### src/rtl/mul_seq_if.sv
// mul_seq_if -- handshake and operand/result bundle for the sequential multiplier.
// The master side issues start/op/a/b and observes busy/done/result/flags.
interface mul_seq_if;
    logic        start;
    logic [1:0]  op;
    logic [31:0] a;
    logic [31:0] b;
    logic        busy;
    logic        done;
    logic [31:0] result_lo;
    logic [31:0] result_hi;
    logic [1:0]  flags;

    modport master (
        output start, op, a, b,
        input  busy, done, result_lo, result_hi, flags
    );

    modport slave (
        input  start, op, a, b,
        output busy, done, result_lo, result_hi, flags
    );
endinterface

### src/rtl/mul_seq.sv
// mul_seq -- 32x32 radix-2 shift-add multiplier, one multiplier bit per cycle.
// Ops: 00 MUL (low word only), 01 UMULL, 10 SMULL, 11 behaves as UMULL.
// Optional feature macro: MUL_SEQ_SIGNED_EN. When undefined, op 10 runs as
// UMULL and no magnitude/negation hardware exists.
module mul_seq (
    input  logic       clk,
    input  logic       reset,
    mul_seq_if.slave   bus
);

    localparam int DATA_W = 32;
    localparam int PROD_W = 64;

    typedef enum logic [1:0] {
        IDLE = 2'd0,
        CALC = 2'd1,
        DONE = 2'd2
    } state_t;

    state_t              state_p0;
    logic [5:0]          cnt_p0;
    logic [DATA_W-1:0]   mcand_p0;
    logic [PROD_W-1:0]   prod_p0;
    logic                is_mul_p0;
    logic                busy_p0;
    logic                done_p0;
    logic [DATA_W-1:0]   res_lo_p0;
    logic [DATA_W-1:0]   res_hi_p0;
    logic [1:0]          flags_p0;
`ifdef MUL_SEQ_SIGNED_EN
    logic                neg_p0;
`endif

    logic [DATA_W-1:0]   a_in;
    logic [DATA_W-1:0]   b_in;
    logic [DATA_W:0]     sum_c;
    logic [PROD_W-1:0]   step_c;
    logic [PROD_W-1:0]   final_c;
    logic [DATA_W-1:0]   lo_c;
    logic [DATA_W-1:0]   hi_c;
    logic [1:0]          flags_c;
`ifdef MUL_SEQ_SIGNED_EN
    logic                signed_req;
    logic                sign_in;

    // Absolute value of a two's-complement operand; 0x80000000 maps to itself,
    // which is the correct unsigned magnitude 2^31.
    function automatic logic [DATA_W-1:0] mag(input logic signed [DATA_W-1:0] v);
        logic signed [DATA_W-1:0] n;
        n = -v;
        return v[DATA_W-1] ? DATA_W'(n) : DATA_W'(v);
    endfunction

    // Two's-complement negation of the full-width product.
    function automatic logic [PROD_W-1:0] neg64(input logic [PROD_W-1:0] v);
        return ~v + PROD_W'(1);
    endfunction
`endif

    // Operand conditioning applied at acceptance: magnitudes and sign for SMULL.
    always_comb begin
`ifdef MUL_SEQ_SIGNED_EN
        signed_req = (bus.op == 2'b10);
        a_in       = signed_req ? mag(bus.a) : bus.a;
        b_in       = signed_req ? mag(bus.b) : bus.b;
        sign_in    = signed_req & (bus.a[DATA_W-1] ^ bus.b[DATA_W-1]);
`else
        a_in       = bus.a;
        b_in       = bus.b;
`endif
    end

    // One shift-add iteration: conditionally add multiplicand to the upper
    // half, then shift the 65-bit {carry, product} right by one.
    always_comb begin
        sum_c  = {1'b0, prod_p0[PROD_W-1:DATA_W]}
               + (prod_p0[0] ? {1'b0, mcand_p0} : {(DATA_W+1){1'b0}});
        step_c = {sum_c, prod_p0[DATA_W-1:1]};
`ifdef MUL_SEQ_SIGNED_EN
        final_c = neg_p0 ? neg64(step_c) : step_c;
`else
        final_c = step_c;
`endif
        lo_c    = final_c[DATA_W-1:0];
        hi_c    = is_mul_p0 ? {DATA_W{1'b0}} : final_c[PROD_W-1:DATA_W];
        // hi_c is zero for MUL, so a single 64-bit zero test covers both cases.
        flags_c = {(is_mul_p0 ? lo_c[DATA_W-1] : hi_c[DATA_W-1]),
                   ({hi_c, lo_c} == {PROD_W{1'b0}})};
    end

    // Control FSM with the iteration datapath and registered outputs.
    always_ff @(posedge clk) begin
        if (reset) begin
            state_p0  <= IDLE;
            cnt_p0    <= 6'd0;
            mcand_p0  <= '0;
            prod_p0   <= '0;
            is_mul_p0 <= 1'b0;
            busy_p0   <= 1'b0;
            done_p0   <= 1'b0;
            res_lo_p0 <= '0;
            res_hi_p0 <= '0;
            flags_p0  <= 2'b00;
`ifdef MUL_SEQ_SIGNED_EN
            neg_p0    <= 1'b0;
`endif
        end else begin
            done_p0 <= 1'b0;
            case (state_p0)
                IDLE, DONE: begin
                    if (bus.start) begin
                        state_p0  <= CALC;
                        busy_p0   <= 1'b1;
                        cnt_p0    <= 6'd0;
                        mcand_p0  <= a_in;
                        prod_p0   <= {{DATA_W{1'b0}}, b_in};
                        is_mul_p0 <= (bus.op == 2'b00);
`ifdef MUL_SEQ_SIGNED_EN
                        neg_p0    <= sign_in;
`endif
                    end else begin
                        state_p0 <= IDLE;
                    end
                end
                CALC: begin
                    prod_p0 <= step_c;
                    cnt_p0  <= cnt_p0 + 6'd1;
                    if (cnt_p0 == 6'd31) begin
                        state_p0  <= DONE;
                        busy_p0   <= 1'b0;
                        done_p0   <= 1'b1;
                        res_lo_p0 <= lo_c;
                        res_hi_p0 <= hi_c;
                        flags_p0  <= flags_c;
                    end
                end
                default: begin
                    state_p0 <= IDLE;
                    busy_p0  <= 1'b0;
                end
            endcase
        end
    end

    assign bus.busy      = busy_p0;
    assign bus.done      = done_p0;
    assign bus.result_lo = res_lo_p0;
    assign bus.result_hi = res_hi_p0;
    assign bus.flags     = flags_p0;

endmodule

### src/flat_wrapper.sv
// flat-port wrapper written by rule: the top's interface ports become plain ports
module mul_seq_flat 
  (clk, reset, bus_start, bus_op, bus_a, bus_b, bus_busy, bus_done, bus_result_lo, bus_result_hi, bus_flags);
  mul_seq_if bus_i ();
  input  logic clk;
  input  logic reset;
  input wire logic [$bits(bus_i.start)-1:0] bus_start;
  input wire logic [$bits(bus_i.op)-1:0] bus_op;
  input wire logic [$bits(bus_i.a)-1:0] bus_a;
  input wire logic [$bits(bus_i.b)-1:0] bus_b;
  output wire logic [$bits(bus_i.busy)-1:0] bus_busy;
  output wire logic [$bits(bus_i.done)-1:0] bus_done;
  output wire logic [$bits(bus_i.result_lo)-1:0] bus_result_lo;
  output wire logic [$bits(bus_i.result_hi)-1:0] bus_result_hi;
  output wire logic [$bits(bus_i.flags)-1:0] bus_flags;
  assign bus_i.start = bus_start;
  assign bus_i.op = bus_op;
  assign bus_i.a = bus_a;
  assign bus_i.b = bus_b;
  assign bus_busy = bus_i.busy;
  assign bus_done = bus_i.done;
  assign bus_result_lo = bus_i.result_lo;
  assign bus_result_hi = bus_i.result_hi;
  assign bus_flags = bus_i.flags;
  mul_seq u_core (.clk(clk), .reset(reset), .bus(bus_i));
endmodule
### config.mk
export PLATFORM = sky130hd
export DESIGN_NAME = mul_seq_flat
export DESIGN_NICKNAME = d
export VERILOG_FILES = /design/src/rtl/mul_seq_if.sv /design/src/rtl/mul_seq.sv /design/src/flat_wrapper.sv
export SDC_FILE = /design/constraint.sdc
export NUM_CORES = 1
export LEC_CHECK = 0
export CAP_MARGIN = 20
export CELL_PAD_IN_SITES_DETAIL_PLACEMENT = 1
export CELL_PAD_IN_SITES_GLOBAL_PLACEMENT = 1
export CORE_MARGIN = 2
export CORE_UTILIZATION = 39
export DETAILED_ROUTE_END_ITERATION = 10
export PLACE_DENSITY_LB_ADDON = 0.05
export SLEW_MARGIN = 0
export SYNTH_ARGS = -nofsm -noshare
export SYNTH_HDL_FRONTEND = slang
export SYNTH_SLANG_ARGS = --single-unit
### constraint.sdc
create_clock -name clk -period 4.69 [get_ports clk]
set_input_delay 0.469 -clock clk [delete_from_list [all_inputs] [get_ports clk]]
set_output_delay 0.469 -clock clk [all_outputs]
set_load 0.02 [all_outputs]
After elaboration in Yosys (flattened, before gate mapping)
Cells that the tools add are included.
Word-level totals
  flip-flop bits (word level): 173
  output and inout bits: 68
Operators by class
  add/sub/neg operators: 2
  equal/unequal tests: 5
  muxes and demuxes: 14
  bitwise operators: 1
  reduce and logical (&&, ||, !) cells: 10
Operators with widths (number)
  case mux 64 bit (2 select lines): 1
  zero test 64 bit: 1
  2-to-1 mux 32 bit: 2
  2-to-1 mux 64 bit: 1
  adder 32 x 33 -> 33 bit: 1
  case mux 6 bit (2 select lines): 1
  AND reduction 2 bit: 4
  adder 6 x 1 -> 6 bit, second input constant: 1
  == test 6 x 5 -> 1 bit, second input constant: 1
  2-to-1 mux 6 bit: 1
  2-to-1 mux 1 bit: 5
  zero test 2 bit: 2
  case mux 2 bit (2 select lines): 1
  OR reduction 2 bit: 2
  == test 2 x 1 -> 1 bit, second input constant: 1
  == test 2 bit, second input constant: 1
  2-to-1 mux 2 bit: 1
  != test 2 x 1 -> 1 bit, second input constant: 1
  != test 2 bit, second input constant: 1
  case mux 1 bit (2 select lines): 1
  nonzero test 2 bit: 1
  inverter 1 bit: 1

Logic depth before layout (Yosys ltp)
  word-level depth: 4
  depth in mapped cells: 14

Least setup slack after synthesis
No wires, ideal clock.
  kind: register -> register
  from: register u_core.prod_p0[0]
  to: register u_core.flags_p0[0] (netlist: u_core.bus.flags[0])
  arrival time: 3681 ps
  required time: 4603 ps
  setup slack: 922 ps
  cell stages (with the launch flop): 14
  path buffers: 1
  period minus slack after synthesis: 3768 ps
  path through: dfxtp_1 -> clkbuf_1 -> nand2_1 -> fa_1 -> and2b_4 -> o2111ai_2 -> a21boi_1 -> nor2_1 -> or4_1 -> or3_1 -> a2111oi_2 -> nand4b_1 -> or4b_1 -> o31ai_1
Between the ends
  cells in the longest elaborated chain, start to end: 4
RTL lines
  start: declaration: line mul_seq.sv:23  | logic [PROD_W-1:0] prod_p0;
  start signal: assignment: line mul_seq.sv:116  | prod_p0 <= {{DATA_W{1'b0}}, b_in};
  start signal: assignment: line mul_seq.sv:126  | prod_p0 <= step_c;
  2-to-1 mux 32 bit *: line mul_seq.sv:77  | + (prod_p0[0] ? {1'b0, mcand_p0} : {(DATA_W+1){1'b0}});
  adder 32 x 33 -> 33 bit *: line mul_seq.sv:77
  2-to-1 mux 32 bit: line mul_seq.sv:85  | hi_c = is_mul_p0 ? {DATA_W{1'b0}} : final_c[PROD_W-1:DATA_W];
  zero test 64 bit *: line mul_seq.sv:88  | ({hi_c, lo_c} == {PROD_W{1'b0}})};
  end signal: assignment: line mul_seq.sv:134  | flags_p0 <= flags_c;
  end: declaration: line mul_seq.sv:29  | logic [1:0] flags_p0;
Mark *: on every way between the ends. The rest lies on a longest branch, timed or not.
A chain may end at the register's enable or synchronous reset.

Worst setup path in the final report
Same ends and word-level chain as after synthesis.

==> impl_metrics.env <==
export IMPL_yosysSeqAreaShare=0.423
export IMPL_syn_inst=1021
export IMPL_syn_avg_cell_area_sq_um=8.02
export IMPL_min_period_ns=4.22
export IMPL_ys_async_sr_fraction=0
export IMPL_power_density_nw_per_um2=316
export IMPL_synth_nets=1124
export IMPL_place_area_sq_um=9750
export IMPL_vias=7705
export IMPL_finalClockSkew_ns=0.0120
export IMPL_dieArea_sq_um=22200
export IMPL_synth_area_leaders="dfxtp_1 (42%), a21oi_1 (8.9%), nand2_1 (8.7%), a22oi_1 (8.3%), ha_1 (5.0%)"
export IMPL_worst_pin_slew_ns=0.963
export IMPL_diodes=0
export IMPL_hp_class="in2reg"
export IMPL_crit_type="reg2reg"
export IMPL_hold_viol_final=0
export IMPL_track_usage=0.230
export IMPL_reg2reg_from="u_core.prod_p0[0]"
export IMPL_cts_max_path_buffers=2
export IMPL_grt_max_degree=91
export IMPL_r2r_slack_ns=0.47
export IMPL_drive_above_1_share=0.0566
export IMPL_drc=0
export IMPL_fin_cells=1400
export IMPL_min_to="u_core.state_p0[1]"
export IMPL_grt_pass1_wl_mm=40.6
export IMPL_num_rows=52
export IMPL_yosys_cell_count_top_type="nand2_1"
export IMPL_hold_buffers=0
export IMPL_maxCapViolations=0
export IMPL_design_area_sq_um=10300
export IMPL_wirelength_mm=25.2
export IMPL_p_total_w=0.00327
export IMPL_vias_per_cell=5.50
export IMPL_dieHeight_microns=149
export IMPL_reg2regPathDepth=14
export IMPL_htreeDepth=4
export IMPL_cts_buffers=17
export IMPL_r2r_end="u_core.bus.flags[0]"
export IMPL_final_core_util=0.506
export IMPL_endpoint_kind="flop"
export IMPL_path_clk_slew_ns=0.07
export IMPL_cts_tree="done"
export IMPL_grt_pass1_vias=7650
export IMPL_synth_cell_types=62
export IMPL_insertion_delay_ns=0.44
export IMPL_dr_wl_met2_mm=11.4
export IMPL_wire_per_inst_microns=18.0
export IMPL_cts_root_buf="clkbuf_16"
export IMPL_synthToLayoutAreaGrowth_pct=26.4
export IMPL_start_util=0.401
export IMPL_finalNetCount=1221
export IMPL_wl_met3_microns=922
export IMPL_yosys_area_top_type="dfxtp_1"
export IMPL_setup_tns_ns=0
export IMPL_first_iter_violations=361
export IMPL_setup_viol=0
export IMPL_io_pins=137
export IMPL_synth_common_cells="nand2_1 (190), dfxtp_1 (173), a21oi_1 (145)"
export IMPL_peakVddDrop_mv=0.219
export IMPL_place_gp_congestion=0.878
export IMPL_grt_overflow_total=0
export IMPL_worstHoldStart="reset"
export IMPL_setup_worst_path_start_class="flop"
export IMPL_fmax_mhz=237
export IMPL_dp_hpwl_mm=17.4
export IMPL_syn_area_sq_um=8190
export IMPL_core_sq_um=20400
export IMPL_min_delay_path_depth=2
export IMPL_synth_edff_count=0
export IMPL_clock_sinks=173
export IMPL_drt_met1_wl_mm=12.5
export IMPL_first_pass_iters=5
export IMPL_postCtsSetupRepairBufs=0
export IMPL_antenna_found_initial=0
export IMPL_dieWidth_microns=149
export IMPL_synth_top_area_share=0.423
export IMPL_required_ns=5.03
export IMPL_cts_resized_gates=0
export IMPL_arrival_ns=4.55
export IMPL_portBuffers=136
export IMPL_highest_layer="met4"
export IMPL_finalCritPeriodShare=0.899
export IMPL_synth_flop_cell="dfxtp_1"
export IMPL_relSlewSlack=0.353
export IMPL_ant_nets=0
export IMPL_outcome="completed"
export IMPL_ys_warn_count=0
export IMPL_rsz0062_at_grt="false"
export IMPL_synth_seq_cells=173
export IMPL_placedCellCount=1369
export IMPL_finalMaxSlewViolations=0
export IMPL_crit_fanout=4
export IMPL_leakage_nw=3.83
cell type report:
cell class | count | area (sq um)
Fill cell | 2440 | 10100
Inverter | 12 | 45.0
Timing Repair Buffer | 149 | 1470
Sequential cell | 173 | 3460
Clock buffer | 17 | 425
Multi-Input combinational cell | 765 | 4440
Tap cell | 270 | 338
Clock inverter | 14 | 169
layout by cell type (no fill, tap or decap), drive strengths merged, types with 7 or more instances in the layout:
cell type / instances
nand2: 190
dfxtp: 173
a21oi: 147
clkdlybuf4s50: 135
nor2: 100
a22oi: 90
and2: 33
ha: 33
inv: 20
o21ai: 19
xnor2: 17
clkbuf: 17
nor4: 14
buf: 14
nand4: 11
xor2: 8
nand3: 7
o21a: 7
power breakdown:
| group | total [W] | internal, W | switching (W) |
|---|---|---|---|
| clock | 0.00145 | 0.000763 | 0.000682 |
| combinational | 0.000279 | 0.000115 | 0.000165 |
| sequential | 0.00154 | 0.00151 | 0.0000361 |
| total | 0.00327 | 0.00239 | 0.000882 |
state kept, by name (all words and copies together) (netlist names):
register              flops
u_core.prod_p0           64
u_core.bus.result_hi     32
u_core.bus.result_lo     32
u_core.mcand_p0          32
u_core.cnt_p0             6
u_core.bus.flags          2
u_core.state_p0           2
u_core.bus.busy           1
u_core.bus.done           1
u_core.is_mul_p0          1
worst max-delay path by stage:
| stage | from | to | slack [ns] | cells after the start |
|---|---|---|---|---|
| 2_1_floorplan | u_core.prod_p0[0] | u_core.bus.flags[0] | 0.92 | 13 |
| 3_3_place_gp | u_core.prod_p0[0] | u_core.bus.flags[0] | 0.75 | 14 |
| 3_5_place_dp | u_core.prod_p0[0] | u_core.bus.flags[0] | 0.53 | 14 |
| 6_report | u_core.prod_p0[0] | u_core.bus.flags[0] | 0.47 | 14 |
| 4_1_cts | u_core.prod_p0[0] | u_core.bus.flags[0] | 0.52 | 14 |
| 5_1_grt | u_core.prod_p0[0] | u_core.bus.flags[0] | 0.29 | 14 |
through the flow:
step                hold WS (ns)  worst slack (ns)
finish                     0.242             0.472
global route               0.232             0.291
CTS                        0.228             0.515
detailed placement         0.445             0.532
global placement           0.442             0.748
floorplan                  0.432             0.922
metal layers:
layer,GRT usage,vias to the layer above
li1,-,3786
met1,0.328,3748
met2,0.361,148
met3,0.0312,23
met4,0.0714,0
met5,0,-
kinds of logic (layout without fill, tap and decap cells):
group           after synthesis  after routing  synth area share
buf+inv                      83            192            0.0388
flops                       173            173             0.423
xor+xnor                     25             25            0.0268
compound gates              309            309             0.238
fa+ha+maj                    34             34            0.0529
simple gates                396            396             0.220
mux                           1              1           0.00138
worst max-delay path, cell delays in order, from the launching register on:
cell and delay (ns):
dfxtp_1 0.36, and2_1 0.14, ha_1 0.19, inv_1 0.07, fa_1 0.39, and2b_4 0.28, o2111ai_2 0.14, a21boi_1 0.34
nor2_1 0.15, or4_1 0.54, or3_1 0.34, a2111oi_2 0.28, nand4b_1 0.15, or4b_1 0.50, o31ai_1 0.27
(Power assumes the default switching activity.)
